**src/rtl/iccm_loader_pkg.sv**
```systemverilog
// Shared types and default constants for the ICCM boot loader.
package iccm_loader_pkg;

    typedef enum logic [1:0] {
        IDLE = 2'd0,
        LOAD = 2'd1,
        DONE = 2'd2,
        ERR  = 2'd3
    } loader_state_e;

    // Word value that terminates an image; it is never written to memory.
    localparam logic [31:0] DefaultEndWord   = 32'h0000_0FFF;

    // Idle cycles tolerated between bytes of a partially received word.
    localparam logic [19:0] DefaultTimeoutCy = 20'd1_000_000;

endpackage

```
**src/rtl/iccm_word_packer.sv**
```systemverilog
// Little-endian byte-to-word packer: collects three bytes in a holding
// register and presents the full word combinationally with the fourth.
module iccm_word_packer (
    input  logic        clk_i,
    input  logic        rst_ni,
    input  logic        clear_i,
    input  logic        byte_valid_i,
    input  logic [7:0]  byte_i,
    output logic [31:0] word_o,
    output logic        word_valid_o,
    output logic [1:0]  byte_cnt_o
);

    logic [1:0]  cnt_q, cnt_d;
    logic [23:0] data_q, data_d;

    // Insert the incoming byte at the lane selected by the byte counter.
    always_comb begin
        cnt_d  = cnt_q;
        data_d = data_q;
        if (clear_i) begin
            cnt_d  = 2'd0;
            data_d = 24'd0;
        end else if (byte_valid_i) begin
            cnt_d = cnt_q + 2'd1;
            case (cnt_q)
                2'd0:    data_d[7:0]   = byte_i;
                2'd1:    data_d[15:8]  = byte_i;
                2'd2:    data_d[23:16] = byte_i;
                default: data_d        = 24'd0;
            endcase
        end
    end

    // Holding register and byte counter.
    always_ff @(posedge clk_i or negedge rst_ni) begin
        if (!rst_ni) begin
            cnt_q  <= 2'd0;
            data_q <= 24'd0;
        end else begin
            cnt_q  <= cnt_d;
            data_q <= data_d;
        end
    end

    assign word_o       = {byte_i, data_q};
    assign word_valid_o = byte_valid_i && !clear_i && (cnt_q == 2'd3);
    assign byte_cnt_o   = cnt_q;

endmodule

```
**src/rtl/iccm_loader.sv**
```systemverilog
// Boot loader: packs a serial byte stream into ICCM word writes and holds
// the core in program reset until the image is terminated or memory fills.
module iccm_loader
    import iccm_loader_pkg::*;
#(
    parameter int unsigned Aw        = 12,
    parameter logic [31:0] EndWord   = DefaultEndWord,
    parameter logic [19:0] TimeoutCy = DefaultTimeoutCy
) (
    input  logic          clk_i,
    input  logic          rst_ni,
    input  logic [7:0]    rx_byte_i,
    input  logic          rx_valid_i,
    output logic [Aw-1:0] iccm_ctrl_addr_o,
    output logic [31:0]   iccm_ctrl_wdata_o,
    output logic          iccm_ctrl_we_o,
    output logic          prog_rst_no,
    output logic          done_o,
    output logic          err_o,
    output logic [Aw:0]   word_cnt_o
);

    localparam logic [Aw:0] LastIdx = {1'b0, {Aw{1'b1}}};
    localparam logic [Aw:0] CntOne  = {{Aw{1'b0}}, 1'b1};

    loader_state_e state_q, state_d;
    logic [Aw:0]   cnt_q, cnt_d;
    logic          we_q, we_d;
    logic [Aw-1:0] addr_q, addr_d;
    logic [31:0]   wdata_q, wdata_d;
    logic [19:0]   to_q, to_d;
    logic          done_q;

    logic          accept;
    logic          clear;
    logic          timeoutHit;
    logic [31:0]   word;
    logic          wordValid;
    logic [1:0]    byteCnt;

    // Bytes are only taken while idle (first byte of the image) or loading.
    assign accept = rx_valid_i && ((state_q == IDLE) || (state_q == LOAD));

    // A mid-word stall of TimeoutCy consecutive idle cycles aborts the load.
    assign timeoutHit = (state_q == LOAD) && (byteCnt != 2'd0) && !rx_valid_i &&
                        (to_q == TimeoutCy - 20'd1);

    // The partial word is thrown away when the load aborts.
    assign clear = timeoutHit;

    iccm_word_packer u_packer (
        .clk_i        (clk_i),
        .rst_ni       (rst_ni),
        .clear_i      (clear),
        .byte_valid_i (accept),
        .byte_i       (rx_byte_i),
        .word_o       (word),
        .word_valid_o (wordValid),
        .byte_cnt_o   (byteCnt)
    );

    // Next-state logic: FSM, write issue, word index and idle-cycle counter.
    always_comb begin
        state_d = state_q;
        cnt_d   = cnt_q;
        we_d    = 1'b0;
        addr_d  = addr_q;
        wdata_d = wdata_q;
        to_d    = 20'd0;
        case (state_q)
            IDLE: begin
                if (rx_valid_i) begin
                    state_d = LOAD;
                end
            end
            LOAD: begin
                if (wordValid) begin
                    if (word == EndWord) begin
                        state_d = DONE;
                    end else begin
                        we_d    = 1'b1;
                        addr_d  = cnt_q[Aw-1:0];
                        wdata_d = word;
                        cnt_d   = cnt_q + CntOne;
                        if (cnt_q == LastIdx) begin
                            state_d = DONE;
                        end
                    end
                end else if (timeoutHit) begin
                    state_d = ERR;
                end else if ((byteCnt != 2'd0) && !rx_valid_i) begin
                    to_d = to_q + 20'd1;
                end
            end
            default: begin
            end
        endcase
    end

    // State, counters and registered write-port outputs.
    always_ff @(posedge clk_i or negedge rst_ni) begin
        if (!rst_ni) begin
            state_q <= IDLE;
            cnt_q   <= '0;
            we_q    <= 1'b0;
            addr_q  <= '0;
            wdata_q <= 32'd0;
            to_q    <= 20'd0;
            done_q  <= 1'b0;
        end else begin
            state_q <= state_d;
            cnt_q   <= cnt_d;
            we_q    <= we_d;
            addr_q  <= addr_d;
            wdata_q <= wdata_d;
            to_q    <= to_d;
            done_q  <= (state_q == DONE);
        end
    end

    assign iccm_ctrl_addr_o  = addr_q;
    assign iccm_ctrl_wdata_o = wdata_q;
    assign iccm_ctrl_we_o    = we_q;
    assign word_cnt_o        = cnt_q;
    assign done_o            = done_q;
    assign prog_rst_no       = done_q;
    assign err_o             = (state_q == ERR);

endmodule

```
**config.mk**
```make
export PLATFORM = sky130hd
export DESIGN_NAME = iccm_loader
export DESIGN_NICKNAME = d
export VERILOG_FILES = /design/src/rtl/iccm_loader_pkg.sv /design/src/rtl/iccm_word_packer.sv /design/src/rtl/iccm_loader.sv
export SDC_FILE = /design/constraint.sdc
export NUM_CORES = 1
export LEC_CHECK = 0
export CAP_MARGIN = 20
export CELL_PAD_IN_SITES_DETAIL_PLACEMENT = 1
export CELL_PAD_IN_SITES_GLOBAL_PLACEMENT = 2
export CORE_MARGIN = 1
export CORE_UTILIZATION = 30
export DETAILED_ROUTE_END_ITERATION = 7
export PLACE_DENSITY = 0.71
export SETUP_SLACK_MARGIN = 0.3
export SLEW_MARGIN = 15
export SYNTH_ARGS = -nofsm -noshare
export SYNTH_HDL_FRONTEND = slang
export SYNTH_HIERARCHICAL = 1
export SYNTH_SLANG_ARGS = --single-unit
```
**constraint.sdc**
```tcl
create_clock -name clk_i -period 2.8 [get_ports clk_i]
set_input_delay 0.56 -clock clk_i [delete_from_list [all_inputs] [get_ports clk_i]]
set_output_delay 0.56 -clock clk_i [all_outputs]
set_load 0.01 [all_outputs]
```
### Word level (Yosys, flattened, before mapping)

Index checks and enable logic that the tools add are counted.

| word-level totals | value |
|---|---|
| bits in registers | 107 |
| bits of input ports | 11 |
| output and inout bits | 61 |
| logic and storage cells | 73 |

| cells by class | value |
|---|---|
| add/subtract/negate cells | 3 |
| equal/unequal tests | 15 |
| multiplexer cells | 20 |
| bitwise logic cells | 1 |
| reduce and logical (&&, ||, !) cells | 23 |

Operator list:

| kind | number |
|---|---|
| 2-to-1 mux 20 bit | 4 |
| 2-to-1 mux 24 bit | 2 |
| case mux 8 bit (2 select lines) | 3 |
| == test 32 x 12 -> 1 bit, second input constant | 1 |
| adder 20 x 1 -> 20 bit, second input constant | 1 |
| == test 20 bit, second input constant | 1 |
| 2-to-1 mux 2 bit | 7 |
| adder 13 x 1 -> 13 bit, second input constant | 1 |
| == test 13 x 12 -> 1 bit, second input constant | 1 |
| == test 2 bit, second input constant | 4 |
| logical AND 1 bit | 7 |
| inequality test 2 x 1 -> 1 bit, second input constant | 3 |
| AND reduction 2 bit | 3 |
| nonzero test 2 bit | 3 |
| OR reduction 2 bit | 3 |
| == test 2 x 1 -> 1 bit, second input constant | 2 |
| zero test 2 bit | 2 |
| inequality test 4 bit, second input constant | 1 |
| case mux 2 bit (2 select lines) | 1 |
| AND reduction 4 bit | 1 |
| 2-to-1 mux 1 bit | 3 |
| inequality test 3 x 1 -> 1 bit, second input constant | 1 |
| AND reduction 3 bit | 1 |
| adder 2 x 1 -> 2 bit, second input constant | 1 |
| 4 further kinds | 5 |

### Longest topological paths before layout

Gate-level depths: netlist (run 1).

| logic depth | value |
|---|---|
| depth after elaboration | 9 |
| depth in mapped cells | 13 |
| mapped depth without buffers | 11 |

### By module

The synthesis (run 1) kept the hierarchy.

Modules (own cells, without submodules):

| module | times used | cells an instance | area each (µm²) |
|---|---|---|---|
| iccm_loader | 1 | 268 | 3435.8 |
| iccm_word_packer | 1 | 133 | 1241.2 |

### Least setup slack after synthesis (run 1)

OpenSTA, ideal clock, no wires.

| timing | value |
|---|---|
| path type | flip-flop to flip-flop |
| from | register to_q[0] |
| to | register wdata_q[20], in the netlist iccm_ctrl_wdata_o[20] |
| arrival | 2.561 ns |
| required time | 2.675 ns |
| slack | 0.114 ns |
| cell stages (with the launch flop) | 12 |
| period minus slack after synthesis | 2.686 ns |
| path through | dfrtp_1 ha_1 nand3_1 nor4_1 nand4_1 nor3b_1 clkbuf_1 and3b_1 and2_1 o21ai_4 buf_4 mux2_2 |

| between the ends | value |
|---|---|
| word-level cells in the longest chain between the ends | 6 |

Ends and longest elaborated chain:

| element | RTL line | RTL |
|---|---|---|
| from (decl) | iccm_loader.sv:31 | `logic [19:0] to_q, to_d;` |
| from (signal assigned) | iccm_loader.sv:116 | `to_q <= to_d;` |
| == test 20 bit | iccm_loader.sv:46 | `(to_q == TimeoutCy - 20'd1);` |
| logical AND 1 bit | iccm_loader.sv:45 | `assign timeoutHit = (state_q == LOAD) && (byteCnt != 2'd0) && !rx_valid_i &&` |
| via clear | iccm_loader.sv:35 | `logic clear;` |
| zero test 1 bit | iccm_word_packer.sv:47 | `assign word_valid_o = byte_valid_i && !clear_i && (cnt_q == 2'd3);` |
| logical AND 1 bit (2 in a row) | iccm_word_packer.sv:47 |  |
| via wordValid | iccm_loader.sv:38 | `logic wordValid;` |
| AND reduction 3 bit (no source line) | n/a |  |
| to (signal assigned) | iccm_loader.sv:115 | `wdata_q <= wdata_d;` |
| to (decl) | iccm_loader.sv:30 | `logic [31:0] wdata_q, wdata_d;` |

The timed path passes the listed nets, and every way through them passes these cells.
A chain may end at the register's enable or synchronous reset.

### Worst setup path in the final report (run 1)

| timing | value |
|---|---|
| from | register to_q[7] |
| to | register wdata_q[30], in the netlist iccm_ctrl_wdata_o[30] |

Same word-level chain as after synthesis.

==> load_flow_metrics.sql, run 1 <==
INSERT INTO impl_metrics (metric_group, metric, value, unit) VALUES
('outcome', 'run_status', 'completed', ''),
('sta', 'upper_clock_frequency_limit', '395.5', 'MHz'),
('floorplanning', 'dieArea', '16090', 'sq um'),
('sta', 'timing.setup.tns', '0', 'ns'),
('pwr', 'swShare', '0.3021', ''),
('floorplanning', 'die-width', '126.9', 'um'),
('pwr', 'power_per_cell_area', '798.8', 'nW/um^2'),
('placement', 'place_worst_setup_slack', '0.01723', 'ns'),
('floorplanning', 'rows', '45', ''),
('setup_path', 'timing.setup.critical_path_class', 'flip-flop to flip-flop', ''),
('clocking', 'max-clock-path-buffers', '2', ''),
('setup_path', 'endpoint', 'iccm_ctrl_wdata_o[30]', ''),
('routing', 'wl_per_cell', '17.37', 'um'),
('synth', 'synth-seq-cells', '107', ''),
('sta', 'rsz0062_at_grt', 'yes', ''),
('global_routing', 'track_usage', '0.1608', ''),
('setup_path', 'crit_path_top_delay_cell', 'dfrtp_1', ''),
('synth', 'post_synth_num_cell_types', '38', ''),
('setup_path', 'path_buf_inv', '1', ''),
('clocking', 'cts_buffers', '9', ''),
('flow_run', 'max_cap_violations', '0', ''),
('global_routing', 'grt_start_max_net_pins', '57', ''),
('clocking', 'clk_transition_reported_paths', '0.07', 'ns'),
('hold_path', 'hp-class', 'primary input to async pin', ''),
('synth', 'postSynthNetCount', '418', ''),
('setup_path', 'cp-end-kind', 'flip-flop', ''),
('placement', 'gp_congestion', '0.7424', ''),
('clocking', 'root_buffer', 'clkbuf_16', ''),
('clocking', 'hold_buffers', '0', ''),
('setup_path', 'startpoint_type', 'flip-flop', ''),
('clocking', 'clock_latency_on_the_worst_skew_pair', '0.36', 'ns'),
('floorplanning', 'dieHeight', '126.9', 'um'),
('pwr', 'total_leakage_power', '2.773', 'nW'),
('pwr', 'power_switching', '1.516', 'mW'),
('synth', 'synth_area', '4677', 'sq um'),
('synth', 'synth_sequential_area_ratio', '0.5725', ''),
('setup_path', 'critPathArrivalTime', '2.77', 'ns'),
('global_routing', 'globalRoute.totalOverflow', '0', ''),
('synth', 'synthesized_area_per_cell', '11.66', 'sq um'),
('synth', 'netlist_instances', '401', ''),
('routing', 'remaining_drc_errors', '0', ''),
('pwr', 'fin_total_pwr', '5.017', 'mW'),
('global_routing', 'grt_use_met1', '0.2093', ''),
('routing', 'ant_nets', '0', ''),
('clocking', 'cts.sink_count', '107', ''),
('setup_path', 'worst_r2r_path_depth', '9', ''),
('setup_path', 'worstReg2RegEnd', 'iccm_ctrl_wdata_o[30]', ''),
('sta', 'timing.clock.skew', '0.004813', 'ns'),
('pwr', 'ir_drop', '373.4', 'uV'),
('synth', 'synthDominantAreaCellType', 'dfrtp_1', ''),
('setup_path', 'path_delay_family', 'simple AND/OR/NAND/NOR gates', ''),
('global_routing', 'grt_pass1_wl', '19840', 'um'),
('placement', 'placedInstanceArea', '5658', 'sq um'),
('sta', 'finalWorstPathRequiredPeriod', '2.528', 'ns'),
('pwr', 'power.combinational.fraction', '0.290', ''),
('sta', 'finalWorstSetupSlack', '0.2718', 'ns'),
('sta', 'hold_viol', '0', ''),
('floorplanning', 'core-area', '15200', 'sq um'),
('setup_path', 'worst_reg2reg_path_startpoint', 'to_q[7]', ''),
('pwr', 'internal-power', '3.502', 'mW'),
('global_routing', 'grt_use_met2', '0.2602', ''),
('final_layout', 'layout-area-overhead-vs-synth', '34.30', '%'),
('setup_path', 'timing.critical_path.fanout_max', '7', ''),
('final_layout', 'nets', '515', ''),
('synth', 'synth_top_cells_by_area', 'dfrtp_1 (57%), mux2_2 (11%), xor2_1 (3.2%), nand3_1 (3.0%), nand2_1 (2.8%)', ''),
('final_layout', 'finalNonFillerCells', '690', ''),
('sta', 'timing_max_transition_violations_final', '0', ''),
('synth', 'synth_warn', '6', ''),
('routing', 'detail_route.first_pass.iterations', '4', ''),
('global_routing', 'via_count_of_the_first_global_routing_pass', '3709', ''),
('sta', 'layout_worst_path_cycle_share', '0.9029', '');
-- placed cells by master, fill, tap and decap left out, drive strengths merged, types with 4 or more instances in the layout --
cell,count
nand2,35
a21oi,25
nor2b,4
buf,42
nand4,21
clkbuf,9
mux2,45
inv,7
nand3,28
xor2,17
ha,6
clkdlybuf4s50,70
nor3,4
xnor2,14
nor4,9
dfrtp,107
nor2,28
-- sequential cells by signal (all words and copies together) (netlist names) --
register	cells
iccm_ctrl_wdata_o	32
u_packer/data_q	24
to_q	20
word_cnt_o	13
iccm_ctrl_addr_o	12
state_q	2
u_packer/byte_cnt_o	2
done_o	1
iccm_ctrl_we_o	1
-- logic make-up after synthesis --
family                   after synthesis  share of synthesized area
AO/OA/AOI/OAI                         28                    0.03371
buffers and inverters                 34                    0.04254
multiplexers                          46                     0.1113
flip-flops                           107                     0.5725
XOR/XNOR                              31                    0.05805
adder cells (fa/ha/maj)                6                    0.01605
AND/OR/NAND/NOR                      149                     0.1659
-- what timing repair did --
| item | CTS | global route |
|---|---|---|
| setup buffers | 13 | 4 |
| cloned | 3 | 2 |
| setup endpoints to repair | 57 | 78 |
| pin swaps | 1 | 2 |
| gates resized for setup | 5 | 13 |
-- worst min-delay path by stage --
stage                        startpoint                    end  slack [ns]  cells past startpoint
floorplan                        rst_ni                 done_o        0.26                      0
global placement    iccm_ctrl_addr_o[9]    iccm_ctrl_addr_o[9]        0.49                      1
detailed placement  iccm_ctrl_addr_o[2]    iccm_ctrl_addr_o[2]        0.49                      1
CTS                              rst_ni    iccm_ctrl_addr_o[9]        0.29                      1
global route                     rst_ni  iccm_ctrl_wdata_o[27]        0.32                      1
finish                           rst_ni  iccm_ctrl_wdata_o[12]        0.27                      1
-- stage by stage --
step / hold WS [ns] / utilization
3_5_place_dp: 0.4927 / 0.3722
3_3_place_gp: 0.4861 / 0.3722
4_1_cts: 0.2880 / 0.4077
5_1_grt: 0.3158 / 0.4132
6_report: 0.2661 / 0.4132
2_1_floorplan: 0.2644 / -
-- cells in the mapped netlist --
master    instances
a21oi_1          25
a31o_1            1
and2_1            2
and3_1            3
and3b_1           1
and4_1            2
buf_1             1
buf_2             4
buf_4            13
buf_6             2
clkbuf_1          7
dfrtp_1         107
ha_1              6
inv_1             6
inv_4             1
mux2_2           44
mux2_4            1
mux2i_1           1
nand2_1          35
nand2b_1          3
nand3_1          28
nand4_1          21
nand4b_1          2
nor2_1           28
nor2b_1           4
nor3_1            4
nor3b_1           1
nor3b_4           1
nor4_1            9
nor4bb_1          1
o21ai_4           1
o31ai_1           1
or2_2             1
or3b_1            1
or4_4             1
or4b_1            1
xnor2_1          14
xor2_1           17
-- power by group through the flow --
| stage | combinational [mW] | sequential (mW) | clock (mW) |
|---|---|---|---|
| CTS | 1.44 | 2.21 | 1.40 |
| finish | 1.46 | 2.20 | 1.36 |
| global route | 1.60 | 2.27 | 1.46 |
| floorplan | 0.631 | 2.26 | 0 |
| global placement | 1.38 | 2.22 | 0 |
| detailed placement | 1.41 | 2.24 | 0 |
-- cell type report --
type | instances | area [sq um]
Clock buffer | 9 | 225.2
Tap cell | 188 | 235.2
Inverter | 7 | 31.28
Sequential cell | 107 | 2678
Fill cell | 1613 | 8921
Timing Repair Buffer | 113 | 1170
Multi-Input combinational cell | 260 | 1851
Clock inverter | 6 | 91.34
-- metal layers --
| layer | vias up | share of wire |
|---|---|---|
| met2 | 51 | 0.49 |
| li1 | 1588 | - |
| met1 | 1746 | 0.46 |
| met3 | 13 | 0.036 |
| met4 | 0 | 0.015 |
| met5 | - | 0 |
Note: power is estimated with default switching activity, not from simulation.
==> inputs of run 2 (changes only) <==
--- a/config.mk
+++ b/config.mk
@@ -10,6 +10,7 @@
 export CELL_PAD_IN_SITES_GLOBAL_PLACEMENT = 2
 export CORE_MARGIN = 1
 export CORE_UTILIZATION = 30
+export CTS_BUF_LIST = sky130_fd_sc_hd__clkbuf_8 sky130_fd_sc_hd__clkbuf_16
 export DETAILED_ROUTE_END_ITERATION = 7
 export PLACE_DENSITY = 0.71
 export SETUP_SLACK_MARGIN = 0.3
==> results of run 2 <==
The final DEF is identical to that of run 1; final timing and power are the same.
==> inputs of run 3 (changes only) <==
--- a/config.mk
+++ b/config.mk
@@ -14,7 +14,6 @@
 export DETAILED_ROUTE_END_ITERATION = 7
 export PLACE_DENSITY = 0.71
 export SETUP_SLACK_MARGIN = 0.3
-export SLEW_MARGIN = 15
 export SYNTH_ARGS = -nofsm -noshare
 export SYNTH_HDL_FRONTEND = slang
 export SYNTH_HIERARCHICAL = 1
==> results of run 3 <==
The final DEF is identical to that of run 1; final timing and power are the same.
